## config.mk

```make
export PLATFORM = sky130hd
export DESIGN_NAME = mem_burst_reader
export DESIGN_NICKNAME = d
export VERILOG_FILES = /design/src/rtl/mem_burst_reader_pkg.sv /design/src/rtl/mem_burst_reader_fifo.sv /design/src/rtl/mem_burst_reader.sv
export SDC_FILE = /design/constraint.sdc
export NUM_CORES = 1
export LEC_CHECK = 0
export BUFFER_PORTS_ARGS = -buffer_cell sky130_fd_sc_hd__buf_2
export CAP_MARGIN = 15
export CELL_PAD_IN_SITES_DETAIL_PLACEMENT = 0
export CELL_PAD_IN_SITES_GLOBAL_PLACEMENT = 1
export CORE_UTILIZATION = 30
export DETAILED_ROUTE_END_ITERATION = 6
export HOLD_SLACK_MARGIN = 0.08
export PLACE_DENSITY_LB_ADDON = 0.2
export SETUP_SLACK_MARGIN = 0.4
export SLEW_MARGIN = 40
export SYNTH_ARGS = -nofsm -noshare
export SYNTH_HDL_FRONTEND = slang
export SYNTH_SLANG_ARGS = --single-unit
```

## constraint.sdc

```tcl
create_clock -name clk -period 5.25 [get_ports clk]
set_clock_uncertainty 0.15 [all_clocks]
set_input_delay 0.2625 -clock clk [delete_from_list [all_inputs] [get_ports clk]]
set_output_delay 0.2625 -clock clk [all_outputs]
set_load 0.01 [all_outputs]
```

## src/rtl/mem_burst_reader_pkg.sv

```systemverilog
// Shared types and default widths for the burst reader.
// FSM encoding lives here so the bench and RTL agree on state names.
package mem_burst_reader_pkg;

  localparam int DEF_ADDR_WIDTH = 16;
  localparam int DEF_DATA_WIDTH = 16;
  localparam int DEF_FIFO_DEPTH = 2;

  typedef enum logic [1:0] {
    ST_IDLE  = 2'd0,
    ST_FETCH = 2'd1,
    ST_DRAIN = 2'd2,
    ST_DONE  = 2'd3
  } state_t;

endpackage

```

## src/rtl/mem_burst_reader_fifo.sv

```systemverilog
// Small synchronous FIFO buffering read data between memory and consumer.
// Simultaneous push and pop is accepted even when full.
module burst_fifo #(
  parameter int DATA_WIDTH = 16,
  parameter int FIFO_DEPTH = 2,
  localparam int PW = $clog2(FIFO_DEPTH),
  localparam int CW = PW + 1
) (
  input  logic                  clk,
  input  logic                  reset,
  input  logic                  push,
  input  logic                  pop,
  input  logic [DATA_WIDTH-1:0] din,
  output logic [DATA_WIDTH-1:0] dout,
  output logic                  empty,
  output logic                  full,
  output logic [CW-1:0]         count
);

  logic [DATA_WIDTH-1:0] r_mem [FIFO_DEPTH];
  logic [PW-1:0]         r_wr;
  logic [PW-1:0]         r_rd;
  logic [CW-1:0]         r_count;
  logic                  w_pop;
  logic                  w_push;

  assign empty  = (r_count == '0);
  assign full   = (r_count == CW'(FIFO_DEPTH));
  assign count  = r_count;
  assign dout   = r_mem[r_rd];
  assign w_pop  = pop && !empty;
  assign w_push = push && (!full || w_pop);

  always_ff @(posedge clk) begin
    if (w_push) begin
      r_mem[r_wr] <= din;
    end
  end

  always_ff @(posedge clk) begin
    if (!reset) begin
      r_wr    <= '0;
      r_rd    <= '0;
      r_count <= '0;
    end else begin
      if (w_push) r_wr <= r_wr + 1'b1;
      if (w_pop)  r_rd <= r_rd + 1'b1;
      r_count <= r_count + CW'(w_push) - CW'(w_pop);
    end
  end

endmodule

```

## src/rtl/mem_burst_reader.sv

```systemverilog
// Burst read master: streams `length` words from base upward to a
// valid/ready consumer, throttling issue so the FIFO cannot overflow.
module mem_burst_reader
  import mem_burst_reader_pkg::*;
#(
  parameter int ADDR_WIDTH = DEF_ADDR_WIDTH,
  parameter int DATA_WIDTH = DEF_DATA_WIDTH,
  parameter int FIFO_DEPTH = DEF_FIFO_DEPTH
) (
  input  logic                  clk,
  input  logic                  reset,
  input  logic                  start,
  input  logic [ADDR_WIDTH-1:0] baseAddress,
  input  logic [ADDR_WIDTH-1:0] length,
  output logic                  busy,
  output logic                  done,
  output logic [ADDR_WIDTH-1:0] memAddress,
  output logic                  memWriteEnable,
  input  logic [DATA_WIDTH-1:0] memReadData,
  output logic [DATA_WIDTH-1:0] outData,
  output logic                  outValid,
  input  logic                  outReady
);

  localparam int CW = $clog2(FIFO_DEPTH) + 1;

  state_t                r_state;
  state_t                w_next;
  logic [ADDR_WIDTH-1:0] r_mem_addr;
  logic [ADDR_WIDTH-1:0] r_next_addr;
  logic [ADDR_WIDTH-1:0] r_remaining;
  logic                  r_inflight;
  logic                  w_issue;
  logic                  w_pop;
  logic                  w_empty;
  logic                  w_full;
  logic [CW-1:0]         w_count;
  logic [CW:0]           w_occ;

  burst_fifo #(
    .DATA_WIDTH (DATA_WIDTH),
    .FIFO_DEPTH (FIFO_DEPTH)
  ) u_fifo (
    .clk   (clk),
    .reset (reset),
    .push  (r_inflight),
    .pop   (w_pop),
    .din   (memReadData),
    .dout  (outData),
    .empty (w_empty),
    .full  (w_full),
    .count (w_count)
  );

  assign outValid       = !w_empty;
  assign w_pop          = outValid && outReady;
  assign busy           = (r_state != ST_IDLE);
  assign done           = (r_state == ST_DONE);
  assign memAddress     = r_mem_addr;
  assign memWriteEnable = 1'b0;

  // Buffered words plus the one in flight must leave a free slot.
  assign w_occ = {1'b0, w_count}
               + (CW+1)'(r_inflight)
               - (CW+1)'(w_pop);
  assign w_issue = (r_state == ST_FETCH)
                && (w_occ < (CW+1)'(FIFO_DEPTH))
                && (!w_full || w_pop);

  always_comb begin
    w_next = r_state;
    unique case (r_state)
      ST_IDLE: begin
        if (start) begin
          w_next = (length == '0) ? ST_DONE : ST_FETCH;
        end
      end
      ST_FETCH: begin
        if (w_issue && r_remaining == ADDR_WIDTH'(1)) begin
          w_next = ST_DRAIN;
        end
      end
      ST_DRAIN: begin
        if (!r_inflight && w_empty) w_next = ST_DONE;
      end
      ST_DONE: w_next = ST_IDLE;
      default: w_next = ST_IDLE;
    endcase
  end

  always_ff @(posedge clk) begin
    if (!reset) begin
      r_state     <= ST_IDLE;
      r_mem_addr  <= '0;
      r_next_addr <= '0;
      r_remaining <= '0;
      r_inflight  <= 1'b0;
    end else begin
      r_state    <= w_next;
      r_inflight <= w_issue;
      if (r_state == ST_IDLE && start) begin
        r_next_addr <= baseAddress;
        r_remaining <= length;
      end
      if (w_issue) begin
        r_mem_addr  <= r_next_addr;
        r_next_addr <= r_next_addr + 1'b1;
        r_remaining <= r_remaining - 1'b1;
      end
    end
  end

endmodule

```

==> flow_metrics.tcl <==
set metrics [dict create \
    start_util 0.3122 \
    hp-class "in -> reg" \
    synthDominantAreaCellType "sky130_fd_sc_hd__dfxtp_1" \
    synth_area_leaders "sky130_fd_sc_hd__dfxtp_1, sky130_fd_sc_hd__edfxtp_1, sky130_fd_sc_hd__nand2_1" \
    io_buffer_count 86 \
    synth.distinct_cells 52 \
    maxCapViolCount 0 \
    floorplan.die.height_um 117.3 \
    fin_nets 584 \
    fmax_ghz 0.2677 \
    clock_tree_from_tritoncts "yes" \
    detailedRoute.firstIterationViolations 114 \
    worst-setup-path-type "reg -> reg" \
    yosys_warnings 0 \
    arrival_ns 3.82 \
    vias_per_cell 4.910 \
    die_area_um2 13760 \
    detailed_place_hpwl_um 6967 \
    synth_enable_flop_cells 32 \
    async_flop_share 0 \
    clockRootBuffer "sky130_fd_sc_hd__clkbuf_16" \
    fin_crit_sh 0.7114 \
    antenna-diode-count 0 \
    clock_sink_count 88 \
    timing.final.hold_violations 0 \
    cell_at_the_slowest_stage_of_the_critical_path "sky130_fd_sc_hd__a21o_1" \
    synth_ff_type "sky130_fd_sc_hd__dfxtp_1" \
    h-tree-depth 3 \
    yosys.area.top_type_share 0.2811 \
    gp_congestion 0.7914 \
    placementRows 41 \
    tns_ns 0 \
    vias 3422 \
    setup_violations 0 \
    worst-slew-pin-transition_ns 0.7842 \
    ioPinCount 88 \
    critical_path.cell_chain "or2_2 > and2_1 > ha_1 > nand2b_1 > fa_1 > o211ai_1 > a21o_1 > nand2_1 > and3_1 > o21a_1" \
    postSynthRegisterBits 88 \
    die_w_um 117.3 \
    firstDrtPassIters 4 \
    wirelength_um 10190 \
    grt_total_ovfl 0 \
    startpoint_type "flip-flop" \
    most-common-layout-cells "sky130_fd_sc_hd__buf_2, sky130_fd_sc_hd__nand2_1, sky130_fd_sc_hd__dfxtp_1" \
    design.core.area_um2 12770 \
    worst_setup_path_end_kind "flip-flop" \
    run_status "finished clean" \
    synth_fp_nets 469 \
    powerDensity_nw_per_um2 510.9 \
    vias_in_the_first_global_route 3159 \
    synth_sequential_area_ratio 0.5221 \
    synthCells 405 \
    track_usage 0.1566 \
    worst-path-buf-inv 0 \
    clk_latency_ns 0.34 \
    filler_cell_count 1244 \
    timing.critical_path.fanout_max 22 \
    clock_tree.buffer_depth 2 \
    grt_max_degree 44 \
    final_layout_size_suffix_gt1_frac 0.2457 \
    worst_ir_drop_vdd_mv 0.1570 \
    period_needed_ns 3.735 \
    max_slew_margin 0.4740 \
    final_hold_slack_ns 0.1053 \
    most_common_cell_after_layout_fill_and_taps_aside "sky130_fd_sc_hd__buf_2" \
    post_synth.cell_area_avg_um2 9.846 \
    critical_path.top_delay_family "simple AND/OR/NAND/NOR gates" \
    ctsResizeCount 0 \
    antenna_found_initial 0 \
    grt_first_pass_wirelength_um 15980 \
    syn_area_um2 3988 \
    detail-route-antenna-nets 0 \
    drc 0 \
    power.static_leakage_nw 1.991 \
    slowest_delay_ns 0.61 \
    drt-wirelength-per-cell_um 14.61 \
    setup_repair_after_global_routing_missed_its_margin "no" \
    clk_transition_reported_paths_ns 0.06 \
    area_delta_synth_final_pct 31.25 \
    numCtsBuffers 9 \
    crit_required_ns 5.34 \
    report.final.slew_viol_count 0 \
]
==> registers in the layout, indices dropped and copies added (netlist names), named ones only <==
| name | flops |
|---|---|
| u_fifo.r_wr | 1 |
| r_state | 2 |
| r_inflight | 1 |
| u_fifo.count | 2 |
| r_remaining | 16 |
| u_fifo.r_rd | 1 |
| r_next_addr | 16 |
| u_fifo.r_mem | 32 |
| memAddress | 16 |
==> routing by layer <==
layer,part of all wire,track usage
met1,0.49,0.2046
met2,0.45,0.2455
met3,0.032,0.02729
met4,0.025,0.08692
met5,0,0
==> worst paths after layout <==
check | startpoint | end | slack [ns] | cells after the start
max | u_fifo.count[1] | r_next_addr[8] | 1.52 | 10
min reg2reg | memAddress[15] | memAddress[15] | 0.30 | 2
min | baseAddress[8] | r_next_addr[8] | 0.11 | 3
max reg2reg | u_fifo.count[1] | r_next_addr[8] | 1.52 | 10
==> area by class of cell <==
class / count / area (um^2) / share of cell area
flip-flops and latches: 88 / 2082 / 0.3978
repair buffers: 125 / 805.8 / 0.1540
well taps: 172 / 215.2 / 0.04112
multi-input cells: 286 / 1780 / 0.3402
clock inverters: 6 / 83.83 / 0.01602
inverters: 10 / 37.54 / 0.007172
clock buffers: 10 / 229.0 / 0.04375
==> Yosys cell counts (4+ instances only) <==
cell and number:
sky130_fd_sc_hd__a211oi_1 5, sky130_fd_sc_hd__a21oi_1 41, sky130_fd_sc_hd__a2bb2oi_1 4, sky130_fd_sc_hd__a311oi_1 5
sky130_fd_sc_hd__a31oi_1 5, sky130_fd_sc_hd__and2_1 7, sky130_fd_sc_hd__clkbuf_1 14, sky130_fd_sc_hd__dfxtp_1 56
sky130_fd_sc_hd__edfxtp_1 32, sky130_fd_sc_hd__ha_1 11, sky130_fd_sc_hd__inv_1 9, sky130_fd_sc_hd__mux2_2 16
sky130_fd_sc_hd__nand2_1 56, sky130_fd_sc_hd__nand3_1 15, sky130_fd_sc_hd__nand4_1 7, sky130_fd_sc_hd__nor2_1 23
sky130_fd_sc_hd__nor3_1 11, sky130_fd_sc_hd__nor4_1 8, sky130_fd_sc_hd__o211ai_1 6, sky130_fd_sc_hd__o21ai_0 20
sky130_fd_sc_hd__xnor2_1 5
==> what timing repair did <==
action | in CTS | in global routing
hold buffers | 33 | 0
hold endpoints to repair | 49 | 0
setup buffers | 0 | 0
==> metrics by stage <==
step	util	power, W	cells	setup WS (ns)	instance area (um^2)
floorplan	-	0.001698	405	2.020	3988
global placement	0.3593	0.001984	648	1.604	4589
detailed placement	0.3593	0.002001	648	1.485	4589
CTS	0.4096	0.002709	697	1.464	5233
global route	0.4097	0.002865	697	1.249	5234
finish	0.4097	0.002674	697	1.515	5234
==> power by group <==
group / internal [W] / total [W] / switching, W
sequential: 0.000877 / 0.00104 / 0.000160
clock: 0.000415 / 0.000680 / 0.000266
combinational: 0.000400 / 0.000957 / 0.000557
total: 0.00169 / 0.00267 / 0.000982
==> worst reg2reg max path: stages (launching register included) <==
cell	delay [ns]
sky130_fd_sc_hd__dfxtp_1	0.37
sky130_fd_sc_hd__or2_2	0.32
sky130_fd_sc_hd__and2_1	0.17
sky130_fd_sc_hd__ha_1	0.26
sky130_fd_sc_hd__nand2b_1	0.15
sky130_fd_sc_hd__fa_1	0.37
sky130_fd_sc_hd__o211ai_1	0.17
sky130_fd_sc_hd__a21o_1	0.61
sky130_fd_sc_hd__nand2_1	0.55
sky130_fd_sc_hd__and3_1	0.34
sky130_fd_sc_hd__o21a_1	0.16
==> kinds of logic after synthesis <==
group / share of synthesized area
muxes: 0.05020
AOI/OAI and AO/OA: 0.1625
xor gates and xnor gates: 0.01318
adders and majority gates: 0.03954
other: 0.0009404
DFF: 0.5221
and+or+nand+nor: 0.1789
buffers and inverters: 0.03263
Power figures use the tool's default switching activity.
